===== src/rtl/bist_sequencer_pkg.sv =====
// Shared definitions for the memory BIST sequencer.
//   - state_t          : sequencer FSM states
//   - DEFAULT_PAT0/1   : checkerboard backgrounds for pass 0 and pass 1
//   - ERR_CODE_W       : width of the error code sent to the BIST output buffer
//   - MAX_ADDR_W       : widest RAM address that still fits the 7-bit address
//                        field of the error code
//   - replicate_pat()  : widens an 8-bit background so it can be cut to any
//                        data width up to 64 bits
package bist_sequencer_pkg;

  localparam int ERR_CODE_W = 8;
  localparam int MAX_ADDR_W = 7;
  localparam int MAX_DATA_W = 64;

  localparam logic [7:0] DEFAULT_PAT0 = 8'h55;
  localparam logic [7:0] DEFAULT_PAT1 = 8'hAA;

  typedef enum logic [2:0] {
    S_IDLE,
    S_WR,
    S_RD,
    S_CMP,
    S_DONE
  } state_t;

  // The caller truncates the result to its own data width.
  function automatic logic [MAX_DATA_W-1:0] replicate_pat(input logic [7:0] pat);
    return {(MAX_DATA_W/8){pat}};
  endfunction

endpackage


===== src/rtl/bist_sequencer_if.sv =====
// RAM-side bus of the BIST sequencer.
//   mem_addr  : word address               (sequencer -> RAM)
//   mem_wdata : write data                 (sequencer -> RAM)
//   mem_we    : write enable               (sequencer -> RAM)
//   mem_re    : read enable                (sequencer -> RAM)
//   mem_rdata : read data, valid exactly one cycle after mem_re (RAM -> sequencer)
// The master modport is used by the sequencer, the slave modport by the RAM.
interface bist_sequencer_if #(
  parameter int ADDR_W = 4,
  parameter int DATA_W = 8
);

  logic [ADDR_W-1:0] mem_addr;
  logic [DATA_W-1:0] mem_wdata;
  logic              mem_we;
  logic              mem_re;
  logic [DATA_W-1:0] mem_rdata;

  modport master (
    output mem_addr,
    output mem_wdata,
    output mem_we,
    output mem_re,
    input  mem_rdata
  );

  modport slave (
    input  mem_addr,
    input  mem_wdata,
    input  mem_we,
    input  mem_re,
    output mem_rdata
  );

endinterface


===== src/rtl/bist_sequencer_addr_cnt.sv =====
// Word address counter for the BIST march.
//   clk  : clock, posedge
//   res  : synchronous active-high reset, counter returns to 0
//   clr  : load 0 on the next edge (takes priority over inc)
//   inc  : advance by one on the next edge
//   addr : current address (registered)
//   last : addr is the final word (DEPTH-1)
module bist_sequencer_addr_cnt #(
  parameter int ADDR_W = 4
) (
  input  logic              clk,
  input  logic              res,
  input  logic              clr,
  input  logic              inc,
  output logic [ADDR_W-1:0] addr,
  output logic              last
);

  logic [ADDR_W-1:0] addr_q;
  logic [ADDR_W-1:0] addr_d;

  assign last = (addr_q == '1);
  assign addr = addr_q;

  // Saturate at the last word instead of wrapping, so a stray inc can never
  // send the march back to address 0.
  always_comb begin
    addr_d = addr_q;
    if (clr) begin
      addr_d = '0;
    end else if (inc && !last) begin
      addr_d = addr_q + ADDR_W'(1);
    end
  end

  always_ff @(posedge clk) begin
    if (res) begin
      addr_q <= '0;
    end else begin
      addr_q <= addr_d;
    end
  end

endmodule


===== src/rtl/bist_sequencer.sv =====
// Memory BIST sequencer run behind the JTAG RUNBIST instruction.
// Performs a two-pass checkerboard march (write all words, then read and
// compare all words; pass 0 uses PAT0, pass 1 uses PAT1) and stops on the
// first mismatch.
//   clk      : clock, posedge
//   res      : synchronous active-high reset, effective from any state
//   start    : level from TAP decode, sampled only in IDLE and DONE
//   mem      : RAM bus (master side)
//   Err_code : {pass index, address zero-extended to 7 bits}
//   Err_flag : one-cycle pulse on the first mismatch of a run
//   busy     : high while writing, reading or comparing
//   done     : run finished, held until the next start
//   fail     : valid while done=1, set when a mismatch was found
module bist_sequencer
  import bist_sequencer_pkg::*;
#(
  parameter int         ADDR_W = 4,
  parameter int         DATA_W = 8,
  parameter logic [7:0] PAT0   = DEFAULT_PAT0,
  parameter logic [7:0] PAT1   = DEFAULT_PAT1
) (
  input  logic                  clk,
  input  logic                  res,
  input  logic                  start,
  bist_sequencer_if.master      mem,
  output logic [ERR_CODE_W-1:0] Err_code,
  output logic                  Err_flag,
  output logic                  busy,
  output logic                  done,
  output logic                  fail
);

  // The error code only has room for a 7-bit address.
  generate
    if (ADDR_W < 1 || ADDR_W > MAX_ADDR_W) begin : g_bad_addr_w
      $error("bist_sequencer: ADDR_W must be in 1..7");
    end
    if (DATA_W < 1 || DATA_W > MAX_DATA_W) begin : g_bad_data_w
      $error("bist_sequencer: DATA_W must be in 1..64");
    end
  endgenerate

  localparam logic [DATA_W-1:0] PAT0_X = DATA_W'(replicate_pat(PAT0));
  localparam logic [DATA_W-1:0] PAT1_X = DATA_W'(replicate_pat(PAT1));

  state_t                state_q, state_d;
  logic                  pass_q, pass_d;
  logic                  fail_q, fail_d;
  logic [ERR_CODE_W-1:0] err_code_q, err_code_d;
  logic                  busy_q, busy_d;
  logic                  done_q, done_d;
  logic                  mem_we_q, mem_we_d;
  logic                  mem_re_q, mem_re_d;
  logic [DATA_W-1:0]     mem_wdata_q, mem_wdata_d;

  logic                  cnt_clr;
  logic                  cnt_inc;
  logic [ADDR_W-1:0]     addr;
  logic                  addr_last;

  logic [DATA_W-1:0]     exp_pat;
  logic                  mismatch;
  logic [ERR_CODE_W-1:0] cur_code;

  bist_sequencer_addr_cnt #(
    .ADDR_W (ADDR_W)
  ) u_addr_cnt (
    .clk  (clk),
    .res  (res),
    .clr  (cnt_clr),
    .inc  (cnt_inc),
    .addr (addr),
    .last (addr_last)
  );

  assign exp_pat  = pass_q ? PAT1_X : PAT0_X;
  assign mismatch = (mem.mem_rdata != exp_pat);
  assign cur_code = {pass_q, 7'(addr)};

  // State register, including the registered outputs.
  always_ff @(posedge clk) begin
    if (res) begin
      state_q     <= S_IDLE;
      pass_q      <= 1'b0;
      fail_q      <= 1'b0;
      err_code_q  <= '0;
      busy_q      <= 1'b0;
      done_q      <= 1'b0;
      mem_we_q    <= 1'b0;
      mem_re_q    <= 1'b0;
      mem_wdata_q <= '0;
    end else begin
      state_q     <= state_d;
      pass_q      <= pass_d;
      fail_q      <= fail_d;
      err_code_q  <= err_code_d;
      busy_q      <= busy_d;
      done_q      <= done_d;
      mem_we_q    <= mem_we_d;
      mem_re_q    <= mem_re_d;
      mem_wdata_q <= mem_wdata_d;
    end
  end

  // Next-state logic: march sequencing, address stepping and result capture.
  // A (re)start from IDLE or DONE wipes the previous verdict and error code.
  always_comb begin
    state_d    = state_q;
    pass_d     = pass_q;
    fail_d     = fail_q;
    err_code_d = err_code_q;
    cnt_clr    = 1'b0;
    cnt_inc    = 1'b0;
    case (state_q)
      S_IDLE, S_DONE: begin
        if (start) begin
          state_d    = S_WR;
          pass_d     = 1'b0;
          fail_d     = 1'b0;
          err_code_d = '0;
          cnt_clr    = 1'b1;
        end
      end
      S_WR: begin
        if (addr_last) begin
          state_d = S_RD;
          cnt_clr = 1'b1;
        end else begin
          cnt_inc = 1'b1;
        end
      end
      S_RD: begin
        state_d = S_CMP;
      end
      S_CMP: begin
        if (mismatch) begin
          state_d    = S_DONE;
          fail_d     = 1'b1;
          err_code_d = cur_code;
        end else if (!addr_last) begin
          state_d = S_RD;
          cnt_inc = 1'b1;
        end else if (!pass_q) begin
          state_d = S_WR;
          pass_d  = 1'b1;
          cnt_clr = 1'b1;
        end else begin
          state_d = S_DONE;
          fail_d  = 1'b0;
        end
      end
      default: begin
        state_d = S_IDLE;
      end
    endcase
  end

  // Output logic: decoded from the next state so each registered output lines
  // up with the state it belongs to.
  always_comb begin
    busy_d      = (state_d == S_WR) || (state_d == S_RD) || (state_d == S_CMP);
    done_d      = (state_d == S_DONE);
    mem_we_d    = (state_d == S_WR);
    mem_re_d    = (state_d == S_RD);
    mem_wdata_d = '0;
    if (state_d == S_WR) begin
      mem_wdata_d = pass_d ? PAT1_X : PAT0_X;
    end
  end

  // The error pulse comes straight from the compare in the CMP cycle itself,
  // so it never overlaps done, and the output buffer sees the matching code
  // in the same cycle. Reset suppresses it so an aborted run reports nothing.
  assign Err_flag = (state_q == S_CMP) && mismatch && !res;
  assign Err_code = Err_flag ? cur_code : err_code_q;

  assign busy = busy_q;
  assign done = done_q;
  assign fail = fail_q;

  assign mem.mem_addr  = addr;
  assign mem.mem_wdata = mem_wdata_q;
  assign mem.mem_we    = mem_we_q;
  assign mem.mem_re    = mem_re_q;

endmodule


===== src/flat_wrapper.sv =====
// flat-port wrapper written by rule: the top's interface ports become plain ports
module bist_sequencer_flat import bist_sequencer_pkg::*;
#(
  parameter int         ADDR_W = 4,
  parameter int         DATA_W = 8,
  parameter logic [7:0] PAT0   = DEFAULT_PAT0,
  parameter logic [7:0] PAT1   = DEFAULT_PAT1
)
  (clk, res, start, Err_code, Err_flag, busy, done, fail, mem_mem_addr, mem_mem_wdata, mem_mem_we, mem_mem_re, mem_mem_rdata);
  bist_sequencer_if #(.ADDR_W(ADDR_W), .DATA_W(DATA_W)) mem_i ();
  input  logic clk;
  input  logic res;
  input  logic start;
  output logic [ERR_CODE_W-1:0] Err_code;
  output logic Err_flag;
  output logic busy;
  output logic done;
  output logic fail;
  output wire logic [$bits(mem_i.mem_addr)-1:0] mem_mem_addr;
  output wire logic [$bits(mem_i.mem_wdata)-1:0] mem_mem_wdata;
  output wire logic [$bits(mem_i.mem_we)-1:0] mem_mem_we;
  output wire logic [$bits(mem_i.mem_re)-1:0] mem_mem_re;
  input wire logic [$bits(mem_i.mem_rdata)-1:0] mem_mem_rdata;
  assign mem_mem_addr = mem_i.mem_addr;
  assign mem_mem_wdata = mem_i.mem_wdata;
  assign mem_mem_we = mem_i.mem_we;
  assign mem_mem_re = mem_i.mem_re;
  assign mem_i.mem_rdata = mem_mem_rdata;
  bist_sequencer #(.ADDR_W(ADDR_W), .DATA_W(DATA_W), .PAT0(PAT0), .PAT1(PAT1)) u_core (.clk(clk), .res(res), .start(start), .mem(mem_i), .Err_code(Err_code), .Err_flag(Err_flag), .busy(busy), .done(done), .fail(fail));
endmodule

===== config.mk =====
export PLATFORM = sky130hd
export DESIGN_NAME = bist_sequencer_flat
export DESIGN_NICKNAME = d
export VERILOG_FILES = /design/src/rtl/bist_sequencer_pkg.sv /design/src/rtl/bist_sequencer_if.sv /design/src/rtl/bist_sequencer_addr_cnt.sv /design/src/rtl/bist_sequencer.sv /design/src/flat_wrapper.sv
export SDC_FILE = /design/constraint.sdc
export NUM_CORES = 1
export LEC_CHECK = 0
export BUFFER_PORTS_ARGS = -buffer_cell sky130_fd_sc_hd__buf_4
export CORE_MARGIN = 5
export CORE_UTILIZATION = 50
export DETAILED_ROUTE_END_ITERATION = 12
export PLACE_DENSITY = 0.81
export SETUP_SLACK_MARGIN = 0.4
export SLEW_MARGIN = 20
export SYNTH_ARGS = -nofsm -noshare
export SYNTH_HDL_FRONTEND = slang
export SYNTH_HIERARCHICAL = 1
export SYNTH_SLANG_ARGS = --single-unit

===== constraint.sdc =====
create_clock -name clk -period 3 [get_ports clk]
set_input_delay 0.15 -clock clk [delete_from_list [all_inputs] [get_ports clk]]
set_output_delay 0.15 -clock clk [all_outputs]
set_load 0.02 [all_outputs]

=== Yosys cells after proc, flatten, opt, wreduce, memory -nomap -nowiden ===
Cells that the tools add are included.

* Flip-flop bits (word level): 29
* Input bits: 11
* Output and inout bits: 26
* Word-level logic and storage cells: 70

* $add $sub $neg: 1
* Eq/ne operators: 14
* Mux-type cells: 30
* Bitwise gates (word level): 1
* Reduce and logical (&&, ||, !) cells: 14

{| class="wikitable"
|+ Operators with widths
! operator !! number
|-
| two-way mux 8 bit || 5
|-
| case mux 8 bit (2 select lines) || 1
|-
| two-way mux 3 bit || 5
|-
| two-way mux 1 bit || 14
|-
| == test 3 x 2 -> 1 bit, second input constant || 4
|-
| case mux 3 bit (4 select lines) || 1
|-
| inequality test 8 bit || 1
|-
| == test 3 x 1 -> 1 bit, second input constant || 2
|-
| == test 3 bit, second input constant || 2
|-
| inequality test 3 x 1 -> 1 bit, second input constant || 2
|-
| case mux 1 bit (2 select lines) || 3
|-
| OR reduction 2 bit || 3
|-
| adder 4 x 1 -> 4 bit, second input constant || 1
|-
| == test 4 bit, second input constant || 1
|-
| AND reduction 4 bit || 1
|-
| logical AND 1 bit || 3
|-
| logical NOT 3 bit || 1
|-
| case mux 1 bit (3 select lines) || 1
|-
| AND reduction 3 bit || 1
|-
| logical NOT 1 bit || 2
|-
| logical OR 1 bit || 2
|-
| inequality test 2 x 1 -> 1 bit, second input constant || 1
|-
| inequality test 2 bit, second input constant || 1
|-
| nonzero test 2 bit || 1
|-
| inverter 1 bit || 1
|}

=== Depth between registers and ports, before layout ===
* Word-level depth: 7
* Depth in mapped cells: 9
* Depth with buffers taken out: 9

=== Cells and area by module ===
The synthesis kept the hierarchy.

{| class="wikitable"
|+ Modules (own cells, without submodules)
! module !! times used !! cells each !! area each (sq um)
|-
| bist_sequencer || 1 || 99 || 969.7
|-
| bist_sequencer_addr_cnt || 1 || 22 || 211.5
|}

=== Worst setup path after synthesis ===
OpenSTA, ideal clock, no wires.

* Path kind: input port to flip-flop
* Start point: input mem_mem_rdata[5]
* End point: register u_core.u_addr_cnt.addr_q[3] (netlist: u_core/u_addr_cnt/addr[3])
* Arrival time: 2137 ps
* Required time: 2865 ps
* Setup slack: 728 ps
* Stages: 6
* Path buffers: 0
* Cell sequence: or4b_4 -> or3_1 -> a311oi_1 -> nand4_1 -> o211ai_2 -> o41ai_2

* Longest elaborated chain between the ends: 4
* Elaborated cells on any way between the ends: 7
* Those cells by class: 1 x eq/ne; 4 x mux; 2 x reduce/logical

{| class="wikitable"
|+ Ends and longest elaborated chain
! item !! line !! RTL
|-
| start, declared || flat_wrapper.sv:23 || <nowiki>input wire logic [$bits(mem_i.mem_rdata)-1:0] mem_mem_rdata;</nowiki>
|-
| inequality test 8 bit || bist_sequencer.sv:77 || <nowiki>assign mismatch = (mem.mem_rdata != exp_pat);</nowiki>
|-
| two-way mux 1 bit || bist_sequencer.sv:136 || <nowiki>if (mismatch) begin</nowiki>
|-
| case mux 1 bit (2 select lines) || bist_sequencer.sv:114 || <nowiki>case (state_q)</nowiki>
|-
| via u_core.cnt_inc || bist_sequencer.sv:57 || <nowiki>logic cnt_inc;</nowiki>
|-
| logical AND 1 bit || bist_sequencer_addr_cnt.sv:31 || <nowiki>end else if (inc && !last) begin</nowiki>
|-
| end signal, assigned || bist_sequencer_addr_cnt.sv:40 || <nowiki>addr_q <= addr_d;</nowiki>
|-
| end, declared || bist_sequencer_addr_cnt.sv:19 || <nowiki>logic [ADDR_W-1:0] addr_q;</nowiki>
|}

The timed path passes the listed nets, and every way through them passes these cells.
A chain may end at the register's enable or synchronous reset.

=== Final worst setup path ===
* Start point: register u_core.pass_q
* End point: output Err_code[7]

* Longest elaborated chain between the ends: 5

{| class="wikitable"
|+ Ends and longest elaborated chain
! item !! line !! RTL
|-
| start, declared || bist_sequencer.sv:47 || <nowiki>logic pass_q, pass_d;</nowiki>
|-
| start signal, assigned || bist_sequencer.sv:94 || <nowiki>pass_q <= pass_d;</nowiki>
|-
| two-way mux 8 bit || bist_sequencer.sv:76 || <nowiki>assign exp_pat = pass_q ? PAT1_X : PAT0_X;</nowiki>
|-
| inequality test 8 bit || bist_sequencer.sv:77 ||
|-
| logical AND 1 bit (2 in series) || bist_sequencer.sv:174 || <nowiki>assign Err_flag = (state_q == S_CMP) && mismatch && !res;</nowiki>
|-
| two-way mux 8 bit (*) || bist_sequencer.sv:175 || <nowiki>assign Err_code = Err_flag ? cur_code : err_code_q;</nowiki>
|-
| end, declared || flat_wrapper.sv:14 || <nowiki>output logic [ERR_CODE_W-1:0] Err_code;</nowiki>
|}

Every way passes the cells marked *; elsewhere a longest branch is shown, timed or not.

==> results.sh <==
export IMPL_yosys_area_share_simple=0.3072
export IMPL_path_class="reg2out"
export IMPL_wl_um=2690
export IMPL_cts_num_sinks=20
export IMPL_drtAntennaViolNets=0
export IMPL_cts_tree="built"
export IMPL_critPathCaptureType="primary output"
export IMPL_crit_required_ns=2.85
export IMPL_ctsLongestPathBuffers=2
export IMPL_worst_pin_slew_ns=0.5025
export IMPL_vias=1051
export IMPL_nets=162
export IMPL_critPathArrivalTime_ns=2.35
export IMPL_rsz0062_at_grt="no"
export IMPL_num_antenna_cells=0
export IMPL_synth_xor_area_frac=0
export IMPL_numCtsBuffers=3
export IMPL_powerDensity_nw_per_um2=349.8
export IMPL_synth_compound_area_share=0.1843
export IMPL_outcome="completed"
export IMPL_grt_usage=0.1656
export IMPL_peakVddDrop_uv=335.1
export IMPL_slowest_delay_ns=0.49
export IMPL_synthCells=121
export IMPL_finalHoldViolCount=0
export IMPL_drive_gt1_frac=0.3893
export IMPL_register_area_um2=400.4
export IMPL_dieArea_um2=3435
export IMPL_skew_ns=0.005009
export IMPL_synthFlopType="dfxtp_1"
export IMPL_htree_levels=1
export IMPL_setup_viol=0
export IMPL_core_area_um2=2233
export IMPL_hold_path_class="in2reg"
export IMPL_placed_cells=173
export IMPL_dr_pass1_iters=4
export IMPL_fill_cells=180
export IMPL_cp_start_kind="flop"
export IMPL_async_flop_share=0
export IMPL_finalNonFillerCells=177
export IMPL_synthAdderAreaFrac=0.01059
export IMPL_synth_cell_types=49
export IMPL_final_setup_tns_ns=0
export IMPL_die_y_um=58.61
export IMPL_leakage_nw=0.5859
export IMPL_gr_total_overflow=0
export IMPL_timing_slew_headroom=0.6624
export IMPL_whs_path_depth=2
export IMPL_dpl_hpwl_um=2125
export IMPL_yosysSeqAreaShare=0.3390
export IMPL_slowest_stage="dfxtp_1"
export IMPL_synth_top_family_by_area="simple AND/OR/NAND/NOR gates"
export IMPL_drc=0
export IMPL_antenna_found_initial=0
export IMPL_synth_edf_count=0
export IMPL_slew_viol_final=0
export IMPL_syn_area_per_cell_um2=9.761
export IMPL_rr_worst_depth=7
export IMPL_port_buffers=33
export IMPL_crit_fanout=11
export IMPL_post_cts_setup_buffers=0
export IMPL_muxShareOfSynthArea=0.06038
export IMPL_viasPerCell=5.938
export IMPL_ys_ff_latch=20
export IMPL_clock_root_buffer="clkbuf_4"
export IMPL_syn_area_um2=1181
export IMPL_area_growth_pct=21.50
export IMPL_timing_critical_path_mode_cell="buf_4"
export IMPL_first_global_vias=1020
export IMPL_drt_iter0_drc=68
export IMPL_initial_core_util=0.5289
export IMPL_hold_buffers=0
export IMPL_clkSlewWorstSetupHoldPaths_ns=0.11
export IMPL_rows=17
export IMPL_ctsResizeCount=0
export IMPL_maxCapViolations=0
export IMPL_multi_input_area_um2=681.9
export IMPL_yosys_warnings=6
export IMPL_grt_max_degree=13
export IMPL_die_w_um=58.61
export IMPL_gp_congestion=0.8430
export IMPL_wire_per_inst_um=15.20
export IMPL_fin_crit_ns=2.504
export IMPL_fmax_ghz=0.3993
export IMPL_clock_latency_ns=0.30
export IMPL_boundaryPins=37
export IMPL_grt_pass1_wl_um=4478
export IMPL_cp_cell_sequence="or3b_1 > nor3_1 > nor4_2 > buf_4 > mux2_1 > buf_4"
export IMPL_timing_final_crit_share=0.8348
[through the flow]
step / setup slack (ns) / instance area, um^2 / util / hold slack (ns) / power, mW
2_1_floorplan: 0.7276 / 1189 / - / 0.2485 / 0.3310
3_3_place_gp: 0.7609 / 1399 / 0.6263 / 0.4254 / 0.3536
3_5_place_dp: 0.6959 / 1399 / 0.6263 / 0.4414 / 0.3571
4_1_cts: 0.5205 / 1435 / 0.6426 / 0.1189 / 0.5068
5_1_grt: 0.4060 / 1435 / 0.6426 / 0.1287 / 0.5261
6_report: 0.4957 / 1435 / 0.6426 / 0.1213 / 0.5021
[where the power goes]
group	total (mW)	switching [mW]	internal [mW]
registers	0.277	0.00556	0.271
clock network	0.151	0.0772	0.0740
logic	0.0742	0.0441	0.0301
[cells in the final DEF, fill, tap and decap left out, types with 3 or more instances in the layout]
| cell | instances |
|---|---|
| buf_4 | 35 |
| dfxtp_1 | 20 |
| nand2_1 | 7 |
| a21oi_1 | 7 |
| nor3_1 | 6 |
| nand2b_1 | 5 |
| a32o_1 | 5 |
| mux2_4 | 4 |
| nor2_1 | 4 |
| inv_1 | 4 |
| nor4_1 | 4 |
| clkbuf_4 | 3 |
| or3_1 | 3 |
| conb_1 | 3 |
[per-layer routing]
layer / track usage / vias up / wire [um]
li1: - / 506 / -
met1: 0.1936 / 491 / 1087
met2: 0.2919 / 48 / 1344
met3: 0.03070 / 6 / 208
met4: 0.07443 / 0 / 49
met5: 0 / - / 0
[cells by family after synthesis]
| kind of cell | after synthesis |
|---|---|
| and+or+nand+nor | 50 |
| DFF | 20 |
| AOI/OAI and AO/OA | 26 |
| buffers and inverters | 18 |
| muxes | 5 |
| other | 1 |
| adders and majority gates | 1 |
[path summary, 6_finish.rpt]
check | start | end | slack, ns
setup / recovery | u_core/pass_q | Err_code[7] | 0.50
hold reg to reg | u_core/err_code_q[7] | u_core/err_code_q[7] | 0.50
hold / removal | res | u_core/fail | 0.12
setup reg to reg | u_core/pass_q | u_core/u_addr_cnt/addr[3] | 0.67
[Yosys cell counts, types with 2 or more instances]
library cell / count / area (um^2)
a21oi_1: 7 / 35.03
a32o_1: 5 / 50.05
and4b_1: 2 / 20.02
buf_2: 2 / 10.01
buf_4: 9 / 67.56
dfxtp_1: 20 / 400.4
inv_1: 4 / 15.01
mux2_4: 4 / 60.06
nand2_1: 7 / 26.28
nand2b_1: 5 / 31.28
nand3b_1: 2 / 15.01
nand4b_1: 2 / 17.52
nor2_1: 4 / 15.01
nor3_1: 6 / 30.03
nor4_1: 5 / 31.28
o211ai_1: 2 / 15.01
or3_1: 3 / 18.77
[state kept, by name, indices dropped and copies added (netlist names)]
| register | count |
|---|---|
| u_core/err_code_q | 5 |
| u_core/u_addr_cnt/addr | 4 |
| u_core/state_q | 3 |
| u_core/mem.mem_wdata | 2 |
| u_core/busy | 1 |
| u_core/done | 1 |
| u_core/fail | 1 |
| u_core/mem.mem_re | 1 |
| u_core/mem.mem_we | 1 |
| u_core/pass_q | 1 |
[final cells by class]
cell class / instances / share of cell area
clock buffer: 4 / 0.02528
inverter: 5 / 0.01308
multi-input combinational: 85 / 0.4752
sequential: 20 / 0.2790
tap: 28 / 0.02441
timing repair buffer: 35 / 0.1831
[critical path, delay by kind of cell (launching register included)]
family / cells / cell delay, ns
DFF: 1 / 0.49
muxes: 1 / 0.32
buffers and inverters: 2 / 0.35
and+or+nand+nor: 3 / 0.89
Power figures use the tool's default switching activity.
